**src/rtl/keypad_pkg.sv**
```systemverilog
// Shared definitions for the 3x4 keypad scanner: key codes, matrix geometry,
// column index encoding, debounce state encoding and the scan accumulator.
package keypad_pkg;

   localparam int unsigned NUM_COLS = 3;
   localparam int unsigned NUM_ROWS = 4;
   localparam int unsigned CODE_W   = 4;

   typedef logic [CODE_W-1:0] key_code_t;

   localparam key_code_t KEY_0  = 4'd0;
   localparam key_code_t KEY_1  = 4'd1;
   localparam key_code_t KEY_2  = 4'd2;
   localparam key_code_t KEY_3  = 4'd3;
   localparam key_code_t KEY_4  = 4'd4;
   localparam key_code_t KEY_5  = 4'd5;
   localparam key_code_t KEY_6  = 4'd6;
   localparam key_code_t KEY_7  = 4'd7;
   localparam key_code_t KEY_8  = 4'd8;
   localparam key_code_t KEY_9  = 4'd9;
   localparam key_code_t NO_KEY = 4'hF;

   typedef enum logic [1:0] {
      COL_A = 2'd0,
      COL_B = 2'd1,
      COL_C = 2'd2
   } col_idx_t;

   typedef enum logic [1:0] {
      DB_IDLE    = 2'd0,
      DB_CAND    = 2'd1,
      DB_HELD    = 2'd2,
      DB_RELEASE = 2'd3
   } db_state_t;

   // hits saturates at 2: the scan only needs to know zero / one / many
   typedef struct packed {
      logic [1:0] hits;
      key_code_t  code;
   } scan_acc_t;

endpackage

```
**src/rtl/keypad_col_decode.sv**
```systemverilog
// Combinational matrix-to-code table for one driven column.
//   col_idx  : column currently strobed
//   rows     : {row_g, row_f, row_e, row_d} as sampled
//   code_c   : code of the valid contact (NO_KEY if none)
//   hit_c    : at least one valid contact in this column
//   multi_c  : two or more valid contacts in this column
module keypad_col_decode
   import keypad_pkg::*;
(
   input  col_idx_t              col_idx,
   input  logic [NUM_ROWS-1:0]   rows,
   output key_code_t             code_c,
   output logic                  hit_c,
   output logic                  multi_c
);

   logic [NUM_ROWS-1:0] valid;

   function automatic key_code_t key_lookup(input col_idx_t c, input int r);
      key_code_t k;
      k = NO_KEY;
      case (c)
         COL_A: case (r) 0: k = KEY_1; 1: k = KEY_4; 2: k = KEY_7; default: k = NO_KEY; endcase
         COL_B: case (r) 0: k = KEY_2; 1: k = KEY_5; 2: k = KEY_8; default: k = KEY_0;  endcase
         COL_C: case (r) 0: k = KEY_3; 1: k = KEY_6; 2: k = KEY_9; default: k = NO_KEY; endcase
         default: k = NO_KEY;
      endcase
      return k;
   endfunction

   // Row g only forms a key under column b; (a,g) and (c,g) are masked out
   always_comb begin
      valid   = rows & {col_idx == COL_B, 3'b111};
      hit_c   = |valid;
      multi_c = |(valid & (valid - NUM_ROWS'(1)));
      code_c  = NO_KEY;
      for (int r = int'(NUM_ROWS) - 1; r >= 0; r--) begin
         if (valid[r]) code_c = key_lookup(col_idx, r);
      end
   end

endmodule

```
**src/rtl/keypad_scanner.sv**
```systemverilog
// Keypad matrix scanner: strobes columns a/b/c in turn, samples rows at the end
// of each column's settle window, resolves one code per full scan (ghosting
// rejected) and debounces across scans into press/release events.
//   clk, reset          : clock, synchronous active-high reset
//   col_a/b/c           : column strobes (registered, one-hot outside reset)
//   row_d/e/f/g         : synchronised row senses
//   key_valid           : one-cycle pulse on debounced press
//   key_number          : code of held / last key
//   key_held            : high from press until debounced release
module keypad_scanner
   import keypad_pkg::*;
#(
   parameter int unsigned SETTLE_CYCLES  = 4,
   parameter int unsigned DEBOUNCE_SCANS = 3
)(
   input  logic              clk,
   input  logic              reset,
   output logic              col_a,
   output logic              col_b,
   output logic              col_c,
   input  logic              row_d,
   input  logic              row_e,
   input  logic              row_f,
   input  logic              row_g,
   output logic              key_valid,
   output logic [CODE_W-1:0] key_number,
   output logic              key_held
);

   localparam int unsigned SET_W = $clog2(SETTLE_CYCLES + 1);
   localparam int unsigned DB_W  = $clog2(DEBOUNCE_SCANS + 1);

   logic               active_q,     active_d;
   col_idx_t           col_idx_q,    col_idx_d;
   logic [SET_W-1:0]   settle_q,     settle_d;
   logic [2:0]         col_oh_q,     col_oh_d;
   scan_acc_t          acc_q,        acc_d;
   db_state_t          state_q,      state_d;
   logic [DB_W-1:0]    cnt_q,        cnt_d;
   key_code_t          cand_q,       cand_d;
   logic               key_valid_q,  key_valid_d;
   key_code_t          key_number_q, key_number_d;
   logic               key_held_q,   key_held_d;

   logic       sample_c;
   logic       scan_done_c;
   key_code_t  dec_code_c;
   logic       dec_hit_c;
   logic       dec_multi_c;
   scan_acc_t  acc_merged_c;
   key_code_t  scan_result_c;

   keypad_col_decode u_decode (
      .col_idx (col_idx_q),
      .rows    ({row_g, row_f, row_e, row_d}),
      .code_c  (dec_code_c),
      .hit_c   (dec_hit_c),
      .multi_c (dec_multi_c)
   );

   // Column sequencer: first post-reset cycle starts column a
   always_comb begin
      active_d    = active_q;
      col_idx_d   = col_idx_q;
      settle_d    = settle_q;
      col_oh_d    = col_oh_q;
      sample_c    = 1'b0;
      scan_done_c = 1'b0;
      if (!active_q) begin
         active_d  = 1'b1;
         col_idx_d = COL_A;
         settle_d  = '0;
         col_oh_d  = 3'b001;
      end else if (settle_q == SET_W'(SETTLE_CYCLES - 1)) begin
         sample_c = 1'b1;
         settle_d = '0;
         case (col_idx_q)
            COL_A:   begin col_idx_d = COL_B; col_oh_d = 3'b010; end
            COL_B:   begin col_idx_d = COL_C; col_oh_d = 3'b100; end
            default: begin col_idx_d = COL_A; col_oh_d = 3'b001; scan_done_c = 1'b1; end
         endcase
      end else begin
         settle_d = settle_q + SET_W'(1);
      end
   end

   // Scan accumulator: exactly one valid contact per scan yields a code
   always_comb begin
      acc_merged_c = acc_q;
      if (sample_c) begin
         if (dec_multi_c) begin
            acc_merged_c.hits = 2'd2;
         end else if (dec_hit_c) begin
            acc_merged_c.hits = (acc_q.hits == 2'd0) ? 2'd1 : 2'd2;
            acc_merged_c.code = dec_code_c;
         end
      end
      scan_result_c = (acc_merged_c.hits == 2'd1) ? acc_merged_c.code : NO_KEY;
      acc_d         = scan_done_c ? '0 : acc_merged_c;
   end

   // Debounce FSM, advanced only on scan results
   always_comb begin
      state_d      = state_q;
      cnt_d        = cnt_q;
      cand_d       = cand_q;
      key_valid_d  = 1'b0;
      key_number_d = key_number_q;
      key_held_d   = key_held_q;
      if (scan_done_c) begin
         case (state_q)
            DB_IDLE: begin
               if (scan_result_c != NO_KEY) begin
                  if (DEBOUNCE_SCANS <= 1) begin
                     state_d      = DB_HELD;
                     cnt_d        = '0;
                     key_valid_d  = 1'b1;
                     key_number_d = scan_result_c;
                     key_held_d   = 1'b1;
                  end else begin
                     state_d = DB_CAND;
                     cand_d  = scan_result_c;
                     cnt_d   = DB_W'(1);
                  end
               end
            end
            DB_CAND: begin
               if (scan_result_c == NO_KEY) begin
                  state_d = DB_IDLE;
                  cnt_d   = '0;
               end else if (scan_result_c == cand_q) begin
                  if (cnt_q == DB_W'(DEBOUNCE_SCANS - 1)) begin
                     state_d      = DB_HELD;
                     cnt_d        = '0;
                     key_valid_d  = 1'b1;
                     key_number_d = scan_result_c;
                     key_held_d   = 1'b1;
                  end else begin
                     cnt_d = cnt_q + DB_W'(1);
                  end
               end else begin
                  cand_d = scan_result_c;
                  cnt_d  = DB_W'(1);
               end
            end
            DB_HELD: begin
               if (scan_result_c == NO_KEY) begin
                  if (DEBOUNCE_SCANS <= 1) begin
                     state_d    = DB_IDLE;
                     key_held_d = 1'b0;
                  end else begin
                     state_d = DB_RELEASE;
                     cnt_d   = DB_W'(1);
                  end
               end
            end
            default: begin
               if (scan_result_c != NO_KEY) begin
                  state_d = DB_HELD;
                  cnt_d   = '0;
               end else if (cnt_q == DB_W'(DEBOUNCE_SCANS - 1)) begin
                  state_d    = DB_IDLE;
                  cnt_d      = '0;
                  key_held_d = 1'b0;
               end else begin
                  cnt_d = cnt_q + DB_W'(1);
               end
            end
         endcase
      end
   end

   always_ff @(posedge clk) begin
      if (reset) begin
         active_q     <= 1'b0;
         col_idx_q    <= COL_A;
         settle_q     <= '0;
         col_oh_q     <= '0;
         acc_q        <= '0;
         state_q      <= DB_IDLE;
         cnt_q        <= '0;
         cand_q       <= NO_KEY;
         key_valid_q  <= 1'b0;
         key_number_q <= '0;
         key_held_q   <= 1'b0;
      end else begin
         active_q     <= active_d;
         col_idx_q    <= col_idx_d;
         settle_q     <= settle_d;
         col_oh_q     <= col_oh_d;
         acc_q        <= acc_d;
         state_q      <= state_d;
         cnt_q        <= cnt_d;
         cand_q       <= cand_d;
         key_valid_q  <= key_valid_d;
         key_number_q <= key_number_d;
         key_held_q   <= key_held_d;
      end
   end

   assign col_a      = col_oh_q[0];
   assign col_b      = col_oh_q[1];
   assign col_c      = col_oh_q[2];
   assign key_valid  = key_valid_q;
   assign key_number = key_number_q;
   assign key_held   = key_held_q;

endmodule

```
**config.mk**
```make
export PLATFORM = sky130hd
export DESIGN_NAME = keypad_scanner
export DESIGN_NICKNAME = d
export VERILOG_FILES = /design/src/rtl/keypad_pkg.sv /design/src/rtl/keypad_col_decode.sv /design/src/rtl/keypad_scanner.sv
export SDC_FILE = /design/constraint.sdc
export NUM_CORES = 1
export LEC_CHECK = 0
export ABC_AREA = 1
export BUFFER_PORTS_ARGS = -buffer_cell sky130_fd_sc_hd__buf_2
export CAP_MARGIN = 15
export CORE_ASPECT_RATIO = 0.5
export CORE_MARGIN = 10
export CORE_UTILIZATION = 53
export CTS_CLUSTER_SIZE = 40
export DETAILED_ROUTE_END_ITERATION = 10
export PLACE_DENSITY_LB_ADDON = 0.1
export SLEW_MARGIN = 20
export SYNTH_ARGS = -nofsm -noshare
export SYNTH_HDL_FRONTEND = slang
export SYNTH_SLANG_ARGS = --single-unit
```
**constraint.sdc**
```tcl
create_clock -name clk -period 2.1 [get_ports clk]
set_input_delay 0.315 -clock clk [delete_from_list [all_inputs] [get_ports clk]]
set_output_delay 0.315 -clock clk [all_outputs]
set_load 0.01 [all_outputs]
```
==> results.txt, run 1 <==
----------------------------------------------------
[STA]
  Final hold violation count ... 0
  Endpoints failing setup ... 14
  Worst rel slew slack ... between 70% and 80%
  Maximum frequency from static timing analysis ... 441 MHz
  Setup_tns ... -1.28 ns
  Fin crit share ... 108%
  Setup WS post-layout ... -0.167 ns
  Crit path time final ... roughly 2.3 ns
  Worst hold slack across all endpoints ... between 0.2 and 0.3 ns
  Setup repair after global routing missed its margin ... yes
  Worst-Margin Slew ... 0.435 ns
  Setup clock skew after layout ... between 0.005 and 0.006 ns
  Total count of max-transition violations in the final report ... 0

[Yosys]
  Number of enable flip-flop cells after synthesis ... 0
  Cell count after synthesis ... about 230
  Dominant register cell in the synthesized netlist ... dfxtp_1
  Cell area after synthesis ... 1710 um^2
  Async set-reset flop share out of synthesis ... 0%
  Number of storage elements in the synthesis netlist ... 27
  Distinct cells, synth ... 29
  Sequential fraction of the synthesis area ... a little under a third
  Synthesized net count ... roughly 250
  Total number of yosys warnings ... 0
  Syn avg cell area ... between 7 and 8 um^2

[Final layout]
  Share of cells above drive strength 1 ... a little over two fifths
  Area growth from synthesis to layout ... 34.6%
  Commonest non-fill, non-tap cell in the layout ... nand2_1
  Most used cells in the layout excluding fill and tap cells ... nand2_1 (35), inv_1 (29), buf_4 (27)
  Post-layout net count ... between 200 and 300
  Antenna diodes ... 0
  Utilization after layout ... between 70% and 80%
  Final-layout fill cell count ... 239
  Layout Cells excl Fill ... ~320

[Min path]
  Worst min-delay path category ... input port to flop

[Floorplan]
  Area enclosed by the die boundary ... between 6000 and 7000 um^2
  Number of rows in the core area ... 14
  Floorplan die width ... 100 um
  Count of boundary I/O pins ... 15
  Initial Utilization ... 56.2%
  Die outline height ... about 60 um
  Core area ... ~3000 um^2

[Global route]
  Busiest layer in global routing ... met2
  Antenna violations before repair ... 0
  Global Route met3 Usage ... around 4%
  GRT met2 Usage ... a little under a quarter
  Global-route usage over all layers ... a little over an eighth
  Vias in the first global route ... ~1,600
  Largest net degree at the start of global routing ... 16
  Wire length of the first global-routing pass ... 6.83 mm
  Met1 track demand over resource in global routing ... about 17%
  Congestion Overflow GR ... 0

[Clocking]
  Clock root buffer master ... clkbuf_8
  H-tree lvl count ... 1
  Number of buffers between clock root and the deepest sink ... 2
  Number of sinks driven by the clock tree ... 27
  CTS tree ... yes
  Post-CTS clock slew at the launch and capture registers of the worst setup and hold paths ... roughly 0.09 ns
  TritonCTS buffer count ... 3
  CTS Hold Bufs ... 0
  Insertion delay to the later sink of the worst-skew pair ... 0.28 ns

[Routing]
  DRC violation count after routing ... 0
  Detailed-router iteration count before antenna repair ... 4
  Routed WL ... about 3.9 mm
  Routed vias/inst ... approximately 4.9
  Iteration-0 DRC count of the detailed router ... roughly 60
  DR vias ... 1,559
  Antenna viol nets, final ... 0
  Post-detailed-route wirelength per cell ... 12.1 um

[Setup path]
  CP Data Arrival Time ... between 2 and 2.5 ns
  Category of the most critical setup path ... flop to flop
  WP data required ... 2.25 ns
  Critical Path Source Type ... flop
  Endpoint kind of the worst setup timing path ... flop
  Top fanout value on the critical path ... 7

[Place]
  Post-detailed-placement half-perimeter wirelength ... a little under 3 mm
  Number of cells after detailed placement ... 308
  Last weighted congestion value of the routability-driven placer ... around 0.85
  Port Buffer Count ... 14

[Power and ir drop]
  Leakage power summed over all cells ... between 0.001 and 0.0015 uW
  Pwr Density ... 394 nW/um^2
  Highest ir drop seen on vdd ... between 400 and 500 uV
  Tot Pwr ... between 900 and 1000 uW

[Job]
  Max-capacitance violation count ... 0

[Status]
  Violations in the final reports ... setup timing
  Result of the run ... finished, violations left

----------------------------------------------------
cell type report:
type                       instances  area, um^2  share of cell area, %
tap                               40        50.0                   2.17
clock buffer                       4        45.0                   1.96
sequential                        27         548                   23.8
inverter                          37         146                   6.36
multi-input combinational        169        1230                   53.4
timing repair buffer              42         284                   12.3
worst paths after layout:
path	to	start	slack [ns]	cells after the start
max	cand_q[2]$_SDFFE_PP1P_	settle_q[0]$_SDFF_PP0_	-0.17	17
min	state_q[0]$_SDFFE_PP0P_	reset	0.27	2
max reg2reg	cand_q[2]$_SDFFE_PP1P_	settle_q[0]$_SDFF_PP0_	-0.17	17
min reg2reg	key_held$_SDFFE_PP0P_	key_held$_SDFFE_PP0P_	0.48	2
cell usage after synthesis (3+ instances only):
master | number | area [um^2]
dfxtp_1 | 27 | 541
nand3_2 | 4 | 40.0
inv_1 | 31 | 116
nand2_2 | 10 | 62.6
nor4_1 | 5 | 31.3
inv_2 | 6 | 22.5
nand4_1 | 3 | 18.8
nand2_1 | 49 | 184
ha_1 | 12 | 150
nor3_1 | 3 | 15.0
nand3_1 | 21 | 105
o21ai_0 | 7 | 35.0
a21oi_1 | 8 | 40.0
nor2_4 | 7 | 78.8
nor2_1 | 18 | 67.6
o21ai_1 | 5 | 25.0
nor2_2 | 3 | 18.8
nand2_4 | 3 | 33.8
kinds of logic after synthesis:
| group | Yosys count | share of synthesized area [%] |
|---|---|---|
| fa+ha+maj | 12 | 8.77 |
| simple gates | 133 | 43.1 |
| compound gates | 24 | 8.19 |
| buf+inv | 38 | 8.41 |
| flops | 27 | 31.6 |
timing repair:
item,in CTS,in global routing
setup buffers,4,3
endpoints found under the setup margin,14,14
resized for setup,30,10
pin swaps,23,10
registers in the layout (all words and copies together) (netlist names), named ones only:
name / cells
key_valid: 1
key_held: 1
cand_q: 4
acc_q: 6
col_oh_q: 1
state_q: 1
active_q: 1
key_number: 4
col_idx_q: 2
cnt_q: 2
settle_q: 3
report_power, final:
part	total [uW]	switching [uW]	internal, uW	leakage [uW]
clock network	297	161	136	0.0000228
logic	90.7	54.5	36.1	0.000822
registers	519	3.46	516	0.000221
critical path, cell delays in order (launching register included):
cell and delay, ns:
dfxtp_2 0.36, ha_4 0.14, ha_4 0.13, nand2_2 0.06
inv_4 0.08, nand2_4 0.08, nand2_4 0.07, nand3_4 0.08
nor2_8 0.20, nand3_4 0.11, nand2_2 0.08, nand2_2 0.06
nor2_4 0.15, nand2_4 0.10, o21ai_4 0.21, inv_2 0.07
nand2_1 0.06, nand3_1 0.07
stage by stage:
step / area [um^2] / setup WS (ns)
after floorplan: 1770 / -0.0444
after global placement: 2040 / -0.115
after detailed placement: 2040 / -0.213
after CTS: 2240 / -0.117
after global routing: 2300 / -0.338
final: 2300 / -0.167
metal layers:
metal | wire (um) | share of wire, % | up-vias
li1 | - | - | 845
met2 | 1770 | 46 | 17
met4 | 42 | 1.1 | 0
met1 | 1900 | 49 | 691
met5 | 0 | 0 | -
met3 | 151 | 3.9 | 6
Power figures use the tool's default switching activity.
==> run 2: changes to the inputs <==
--- a/config.mk
+++ b/config.mk
@@ -5,12 +5,11 @@
 export SDC_FILE = /design/constraint.sdc
 export NUM_CORES = 1
 export LEC_CHECK = 0
-export ABC_AREA = 1
 export BUFFER_PORTS_ARGS = -buffer_cell sky130_fd_sc_hd__buf_2
 export CAP_MARGIN = 15
-export CORE_ASPECT_RATIO = 0.5
+export CORE_ASPECT_RATIO = 1.2
 export CORE_MARGIN = 10
-export CORE_UTILIZATION = 53
+export CORE_UTILIZATION = 30
 export CTS_CLUSTER_SIZE = 40
 export DETAILED_ROUTE_END_ITERATION = 10
 export PLACE_DENSITY_LB_ADDON = 0.1
==> run 2 against run 1 <==
  * The run still ends with setup timing left
  * First-iteration DRC count down 15%
  * Sequential cell count unchanged
  * Worst hold slack improved by 0.090 ns
  * Power shrank 2.3%
  * Combinational power shrank 28%
  * Count of clock-buffer cells in the layout down 1
==> results.txt, run 2 <==
----------------------------------------------------
[Min path]
  Startpoint of the lowest-slack hold path ... reset
  Worst min-delay path category ... input port to flop

[Floorplan]
  Floorplan die width ... 88.0 um (-12%)
  Initial Utilization ... 31.2% (-25 points)
  Die outline height ... 102 um (+69%)
  Number of rows in the core area ... 29 (+15)
  Count of boundary I/O pins ... 15 (unchanged)
  Core area ... 5330 um^2 (+75%)
  Area enclosed by the die boundary ... 8940 um^2 (+48%)

[STA]
  Crit path time final ... 2.97 ns (+0.699 ns)
  Final hold violation count ... 0 (unchanged)
  Worst hold slack across all endpoints ... 0.361 ns (+0.0897 ns)
  Worst rel slew slack ... 69.8% (-1.1 points)
  Setup repair after global routing missed its margin ... yes
  Worst-Margin Slew ... 0.453 ns (+0.0174 ns)
  Total count of max-transition violations in the final report ... 0 (unchanged)
  Setup_tns ... -11.74 ns (-10.45 ns)
  Setup WS post-layout ... -0.866 ns (-0.699 ns)
  Fin crit share ... 141% (+33 points)
  Setup clock skew after layout ... 0.00228 ns (-0.00317 ns)
  Maximum frequency from static timing analysis ... 337 MHz (-24%)
  Endpoints failing setup ... 15 (+1)

[Routing]
  Post-detailed-route wirelength per cell ... 15.0 um (+24%)
  Iteration-0 DRC count of the detailed router ... 52 (-15%)
  Detailed-router iteration count before antenna repair ... 4 (unchanged)
  DRC violation count after routing ... 0 (unchanged)
  Antenna viol nets, final ... 0 (unchanged)
  Routed vias/inst ... 5.38 (+10%)
  Routed WL ... 4.69 mm (+21%)
  DR vias ... 1,680 (+7.8%)

[Global route]
  Wire length of the first global-routing pass ... 7.76 mm (+14%)
  Vias in the first global route ... 1,729 (+11%)
  Global-route usage over all layers ... 10.5% (-3.1 points)
  Congestion Overflow GR ... 0 (unchanged)
  Largest net degree at the start of global routing ... 17 (+1)
  Antenna violations before repair ... 0 (unchanged)

[Yosys]
  Syn avg cell area ... 8.81 um^2 (+20%)
  Leading area contributor after synthesis ... dfxtp_1
  Distinct cells, synth ... 53 (+83%)
  Number of storage elements in the synthesis netlist ... 27 (unchanged)
  Async set-reset flop share out of synthesis ... 0% (unchanged)
  Share of Yosys cell area claimed by the top area cell type ... 32.5% (+0.88 points)
  Dominant register cell in the synthesized netlist ... dfxtp_1
  Most frequent cell after synthesis ... dfxtp_1
  Largest cells by area after synthesis ... dfxtp_1 (32%), ha_1 (9.0%), nor2_1 (4.5%), mux2i_1 (4.2%), nand2_1 (3.6%)
  Sequential fraction of the synthesis area ... 32.5% (+0.88 points)
  Total number of yosys warnings ... 0 (unchanged)
  Cell count after synthesis ... 189 (-19%)
  Post-synth top cells ... dfxtp_1 (27), nor2_1 (20), nand2_1 (16), ha_1 (12), inv_1 (11)
  Synthesized net count ... 207 (-18%)
  Number of enable flip-flop cells after synthesis ... 0 (unchanged)
  Cell area after synthesis ... 1670 um^2 (-2.7%)

[Setup path]
  Launching instance or port of the critical path ... col_idx_q[1]$_SDFFE_PP0N_
  Category of the most critical setup path ... flop to flop
  Endpoint kind of the worst setup timing path ... flop
  CP Data Arrival Time ... 3.13 ns (+0.72 ns)
  WP data required ... 2.27 ns (+0.02 ns)
  Slack of the worst reg-to-reg path ... -0.87 ns (-0.70 ns)
  Top fanout value on the critical path ... 5 (-2)
  Critical Path Source Type ... flop
  Launching point of the worst reg2reg path ... col_idx_q[1]$_SDFFE_PP0N_

[Clocking]
  Clock root buffer master ... clkbuf_8
  Insertion delay to the later sink of the worst-skew pair ... 0.27 ns (about the same)
  Post-CTS clock slew at the launch and capture registers of the worst setup and hold paths ... 0.10 ns (about the same)
  Number of sinks driven by the clock tree ... 27 (unchanged)
  CTS Hold Bufs ... 0 (unchanged)
  CTS tree ... yes
  Number of buffers between clock root and the deepest sink ... 2 (unchanged)
  TritonCTS buffer count ... 3 (unchanged)
  H-tree lvl count ... 1 (unchanged)

[Job]
  Max-capacitance violation count ... 0 (unchanged)

[Power and ir drop]
  Combinational cell fraction of total power ... 7.3% (-2.7 points)
  Pwr Density ... 376 nW/um^2 (-4.4%)
  Net switching fraction of the power ... 23.5% (-0.59 points)
  Proportion of power drawn by the clock network ... 34.3% (+1.6 points)
  Switching power summed over all nets ... 208 uW (-4.7%)
  Leakage power summed over all cells ... 0.000955 uW (-10%)
  Int Pwr ... 677 uW (-1.6%)
  Sequential group share of total power ... 58.4% (+1.1 points)
  Highest ir drop seen on vdd ... 211 uV (-52%)
  Tot Pwr ... 885 uW (-2.3%)

[Final layout]
  Post-layout net count ... 269 (-9.7%)
  Largest Register ... acc_q
  Commonest non-fill, non-tap cell in the layout ... buf_4
  Antenna diodes ... 0 (unchanged)
  Most used cells in the layout excluding fill and tap cells ... buf_4 (46), dfxtp_1 (25), nor2_1 (20)
  Layout Cells excl Fill ... 312 (-2.2%)
  Max FFs per register ... 6 (unchanged)
  Area growth from synthesis to layout ... 41.3%
  Share of cells above drive strength 1 ... 40.4% (-1.5 points)

[Status]
  Result of the run ... finished, violations left
  Violations in the final reports ... setup timing

[Place]
  Port Buffer Count ... 14 (unchanged)
  Post-detailed-placement half-perimeter wirelength ... 3.58 mm (+21%)
  Number of cells after detailed placement ... 296 (-3.9%)
  Setup Slack @ Placement ... -0.890 ns (-0.677 ns)
  Last weighted congestion value of the routability-driven placer ... 0.879 (+3.6%)

----------------------------------------------------
run 2: repair_timing:
| action | CTS | global route |
|---|---|---|
| pin swaps | 13 | 6 |
| endpoints found under the setup margin | 14 | 17 |
| buffers inserted | 9 | 4 |
| resized for setup | 11 | 7 |
run 2: power groups by stage:
stage	sequential [uW]	clock, uW	combinational, uW
after global placement	529	0	59.6
after global routing	518	342	71.3
after CTS	517	319	62.8
final	517	303	64.9
after floorplan	530	0	32.5
after detailed placement	529	0	60.9
run 2: layout make-up:
cell class	instances	area [um^2]
multi-input cells	143	1170
well taps	62	77.6
clock inverters	1	7.51
flip-flops and latches	27	546
fillers	531	2980
repair buffers	64	460
inverters	12	47.5
clock buffers	3	41.3
run 2: cell families after synthesis:
logic type / Yosys count / synth area share (%)
AO/OA/AOI/OAI: 56 / 27.6
XOR/XNOR: 1 / 0.526
adder cells (fa/ha/maj): 12 / 9.02
buffers and inverters: 19 / 5.26
flip-flops: 27 / 32.5
multiplexers: 7 / 4.21
AND/OR/NAND/NOR: 67 / 21.0
run 2: layer usage:
metal / routed length (um) / vias up / global-route usage, %
met4: 163 / 0 / 4.96
li1: - / 823 / -
met3: 212 / 14 / 2.17
met2: 2490 / 37 / 19.9
met1: 1830 / 806 / 10.6
met5: 0 / - / 0
run 2: worst max-delay path, cell delays in order, from the launching register on:
cell and delay [ns]:
dfxtp_4 0.37, inv_4 0.04, ha_4 0.17, a311o_1 0.28
a211o_1 0.37, buf_6 0.14, a2111o_1 0.39, buf_6 0.16
nand4_1 0.08, nor4b_4 0.21, buf_4 0.19, o2111ai_4 0.20
mux2i_1 0.21, nor2_1 0.06
run 2: stage by stage:
step	cell area (um^2)	utilization, %
detailed placement	2130	39.9
finish	2350	44.1
floorplan	1740	-
global route	2350	44.1
global placement	2130	39.9
CTS	2300	43.2
run 2: worst paths after layout:
check,endpoint,depth (start not counted)
worst max-delay path,key_number[0]$_SDFFE_PP0P_,13
worst min-delay path,key_valid$_SDFF_PP0_,2
worst max register to register,key_number[0]$_SDFFE_PP0P_,13
worst min register to register,key_number[2]$_SDFFE_PP0P_,2
==> run 3: changes to the inputs <==
--- a/config.mk
+++ b/config.mk
@@ -17,3 +17,4 @@
 export SYNTH_ARGS = -nofsm -noshare
 export SYNTH_HDL_FRONTEND = slang
 export SYNTH_SLANG_ARGS = --single-unit
+export TNS_END_PERCENT = 5
==> run 3 against run 2 <==
  * The run still ends with setup timing left
  * Clock skew about the same
  * Register-to-register slack better by 0.03 ns
  * Final cell count decreased by 1.9%
  * First-iteration DRC count increased by 23%
  * Non-clock buffer count fell by 6
  * Critical path type unchanged
  * Critical endpoint is now cnt_q[0]$_SDFFE_PP0P_
  * Largest power group unchanged
  * Highest routed layer unchanged
==> results.txt, run 3 (same netlist as run 2, synthesis figures left out) <==
----------------------------------------------------
[Status]
  Result of the run ... finished, violations left
  Violations in the final reports ... setup timing

[Routing]
  DR vias ... 1,599 (-4.8%)
  Antenna viol nets, final ... 0 (unchanged)
  Routed vias/inst ... 5.23 (-3.0%)
  Detailed-router iteration count before antenna repair ... 5 (+1)
  Iteration-0 DRC count of the detailed router ... 64 (+23%)
  Post-detailed-route wirelength per cell ... 14.7 um (-2.5%)
  Routed WL ... 4.49 mm (-4.4%)
  DRC violation count after routing ... 0 (unchanged)

[Clocking]
  CTS tree ... yes
  CTS Hold Bufs ... 0 (unchanged)
  Insertion delay to the later sink of the worst-skew pair ... 0.28 ns (about the same)
  Number of sinks driven by the clock tree ... 27 (unchanged)
  TritonCTS buffer count ... 3 (unchanged)
  Clock root buffer master ... clkbuf_8
  Post-CTS clock slew at the launch and capture registers of the worst setup and hold paths ... 0.10 ns (about the same)
  H-tree lvl count ... 1 (unchanged)
  Number of buffers between clock root and the deepest sink ... 2 (unchanged)

[Final layout]
  Largest Register ... acc_q
  Share of cells above drive strength 1 ... 36.1% (-4.3 points)
  Area growth from synthesis to layout ... 36.1%
  Antenna diodes ... 0 (unchanged)
  Max FFs per register ... 6 (unchanged)
  Commonest non-fill, non-tap cell in the layout ... buf_4
  Post-layout net count ... 263 (-2.2%)
  Most used cells in the layout excluding fill and tap cells ... buf_4 (42), dfxtp_1 (25), nor2_1 (20)

[STA]
  Fin crit share ... 140% (-1.2 points)
  Maximum frequency from static timing analysis ... 340 MHz (+0.88%)
  Setup WS post-layout ... -0.840 ns (+0.0258 ns)
  Setup repair after global routing missed its margin ... yes
  Endpoints failing setup ... 14 (-1)
  Crit path time final ... 2.94 ns (-0.0258 ns)
  Setup clock skew after layout ... 0.00203 ns (-0.000255 ns)
  Worst-Margin Slew ... 0.471 ns (+0.0179 ns)
  Setup_tns ... -11.16 ns (+0.576 ns)
  Final hold violation count ... 0 (unchanged)
  Total count of max-transition violations in the final report ... 0 (unchanged)
  Worst rel slew slack ... 68.3% (-1.5 points)

[Power and ir drop]
  Leakage power summed over all cells ... 0.000925 uW (-3.2%)
  Pwr Density ... 398 nW/um^2 (+5.7%)
  Highest ir drop seen on vdd ... 206 uV (-2.5%)
  Tot Pwr ... 901 uW (+1.7%)

[Global route]
  Wire length of the first global-routing pass ... 7.61 mm (-2.0%)
  Global-route usage over all layers ... 10.4% (-0.17 points)
  Congestion Overflow GR ... 0 (unchanged)
  Largest net degree at the start of global routing ... 17 (unchanged)
  Antenna violations before repair ... 0 (unchanged)
  Vias in the first global route ... 1,614 (-6.7%)

[Place]
  Port Buffer Count ... 14 (unchanged)
  Last weighted congestion value of the routability-driven placer ... 0.936 (+6.5%)
  Post-detailed-placement half-perimeter wirelength ... 3.61 mm (+0.84%)

[Min path]
  Startpoint of the lowest-slack hold path ... reset
  Hold path endpoint ... key_number[2]$_SDFFE_PP0P_
  Worst hold stages ... 2 (unchanged)
  Worst min-delay path category ... input port to flop

[Setup path]
  WP data required ... 2.30 ns (+0.03 ns)
  Critical Path Source Type ... flop
  Endpoint kind of the worst setup timing path ... flop
  Top fanout value on the critical path ... 6 (+1)
  Category of the most critical setup path ... flop to flop
  FF-to-FF path depth ... 11 (-2)
  Worst reg2reg endpoint ... cnt_q[0]$_SDFFE_PP0P_
  Launching point of the worst reg2reg path ... col_idx_q[1]$_SDFFE_PP0N_
  Slack of the worst reg-to-reg path ... -0.84 ns (+0.03 ns)
  CP Data Arrival Time ... 3.14 ns (about the same)

[Floorplan]
  Number of rows in the core area ... 29 (unchanged)
  Count of boundary I/O pins ... 15 (unchanged)
  Core area ... 5330 um^2 (unchanged)
  Die outline height ... 102 um (unchanged)
  Initial Utilization ... 31.2% (unchanged)
  Area enclosed by the die boundary ... 8940 um^2 (unchanged)
  Floorplan die width ... 88.0 um (unchanged)

[Job]
  Max-capacitance violation count ... 0 (unchanged)

----------------------------------------------------
## run 3: worst max-delay path by stage
| stage | cells after the start | start | end | slack [ns] |
|---|---|---|---|---|
| 6_report | 11 | col_idx_q[1]$_SDFFE_PP0N_ | cnt_q[0]$_SDFFE_PP0P_ | -0.84 |
| 5_1_grt | 12 | col_idx_q[1]$_SDFFE_PP0N_ | key_held$_SDFFE_PP0P_ | -1.01 |
| 4_1_cts | 11 | col_idx_q[1]$_SDFFE_PP0N_ | cnt_q[0]$_SDFFE_PP0P_ | -0.85 |
| 3_5_place_dp | 11 | col_idx_q[1]$_SDFFE_PP0N_ | cand_q[0]$_SDFFE_PP1P_ | -1.04 |
| 3_3_place_gp | 10 | col_idx_q[1]$_SDFFE_PP0N_ | cand_q[3]$_SDFFE_PP1P_ | -1.05 |
| 2_1_floorplan | 11 | col_idx_q[1]$_SDFFE_PP0N_ | key_number[0]$_SDFFE_PP0P_ | -0.67 |
## run 3: worst max-delay path: stages (launching register included)
cell and delay (ns):
dfxtp_4 0.37, inv_4 0.04, ha_4 0.16, a221o_1 0.36, a211o_4 0.39, a2111o_1 0.38
a31oi_2 0.27, nor4b_4 0.07, buf_4 0.16, o21a_1 0.14, a221o_1 0.33, a311oi_1 0.19
## run 3: power by group
part           switching, uW  internal (uW)  total (uW)
combinational           37.3           30.5        67.8
clock                    181            135         316
sequential              2.39            515         517
## run 3: per-layer routing
metal | global-route usage [%] | wire length [um] | vias up
met1 | 11.9 | 1890 | 765
met5 | 0 | 0 | -
li1 | - | - | 809
met3 | 1.77 | 151 | 6
met2 | 18.5 | 2380 | 19
met4 | 4.11 | 61 | 0
## run 3: repair_timing
item                                   4_1_cts  5_1_grt
setup endpoints to repair                   15       15
endpoints found under the hold margin        0        0
cloned                                       0        0
pin swaps                                    9        3
gates resized for setup                      7        3
buffers inserted                             1        1
## run 3: stage by stage
step	utilization, %	setup WS, ns	hold WS [ns]	cell area (um^2)	std cells
6_report	42.5	-0.840	0.368	2270	306
5_1_grt	42.5	-1.01	0.382	2270	306
4_1_cts	42.1	-0.854	0.352	2250	305
3_5_place_dp	40.3	-1.04	0.487	2150	300
3_3_place_gp	40.3	-1.05	0.472	2150	300
2_1_floorplan	-	-0.667	0.404	1730	189
## run 3: layout make-up
type | count | area, um^2
repair buffers | 58 | 408
multi-input cells | 143 | 1140
clock inverters | 1 | 7.51
clock buffers | 3 | 41.3
well taps | 62 | 77.6
inverters | 12 | 47.5
flip-flops and latches | 27 | 546
fillers | 536 | 3070
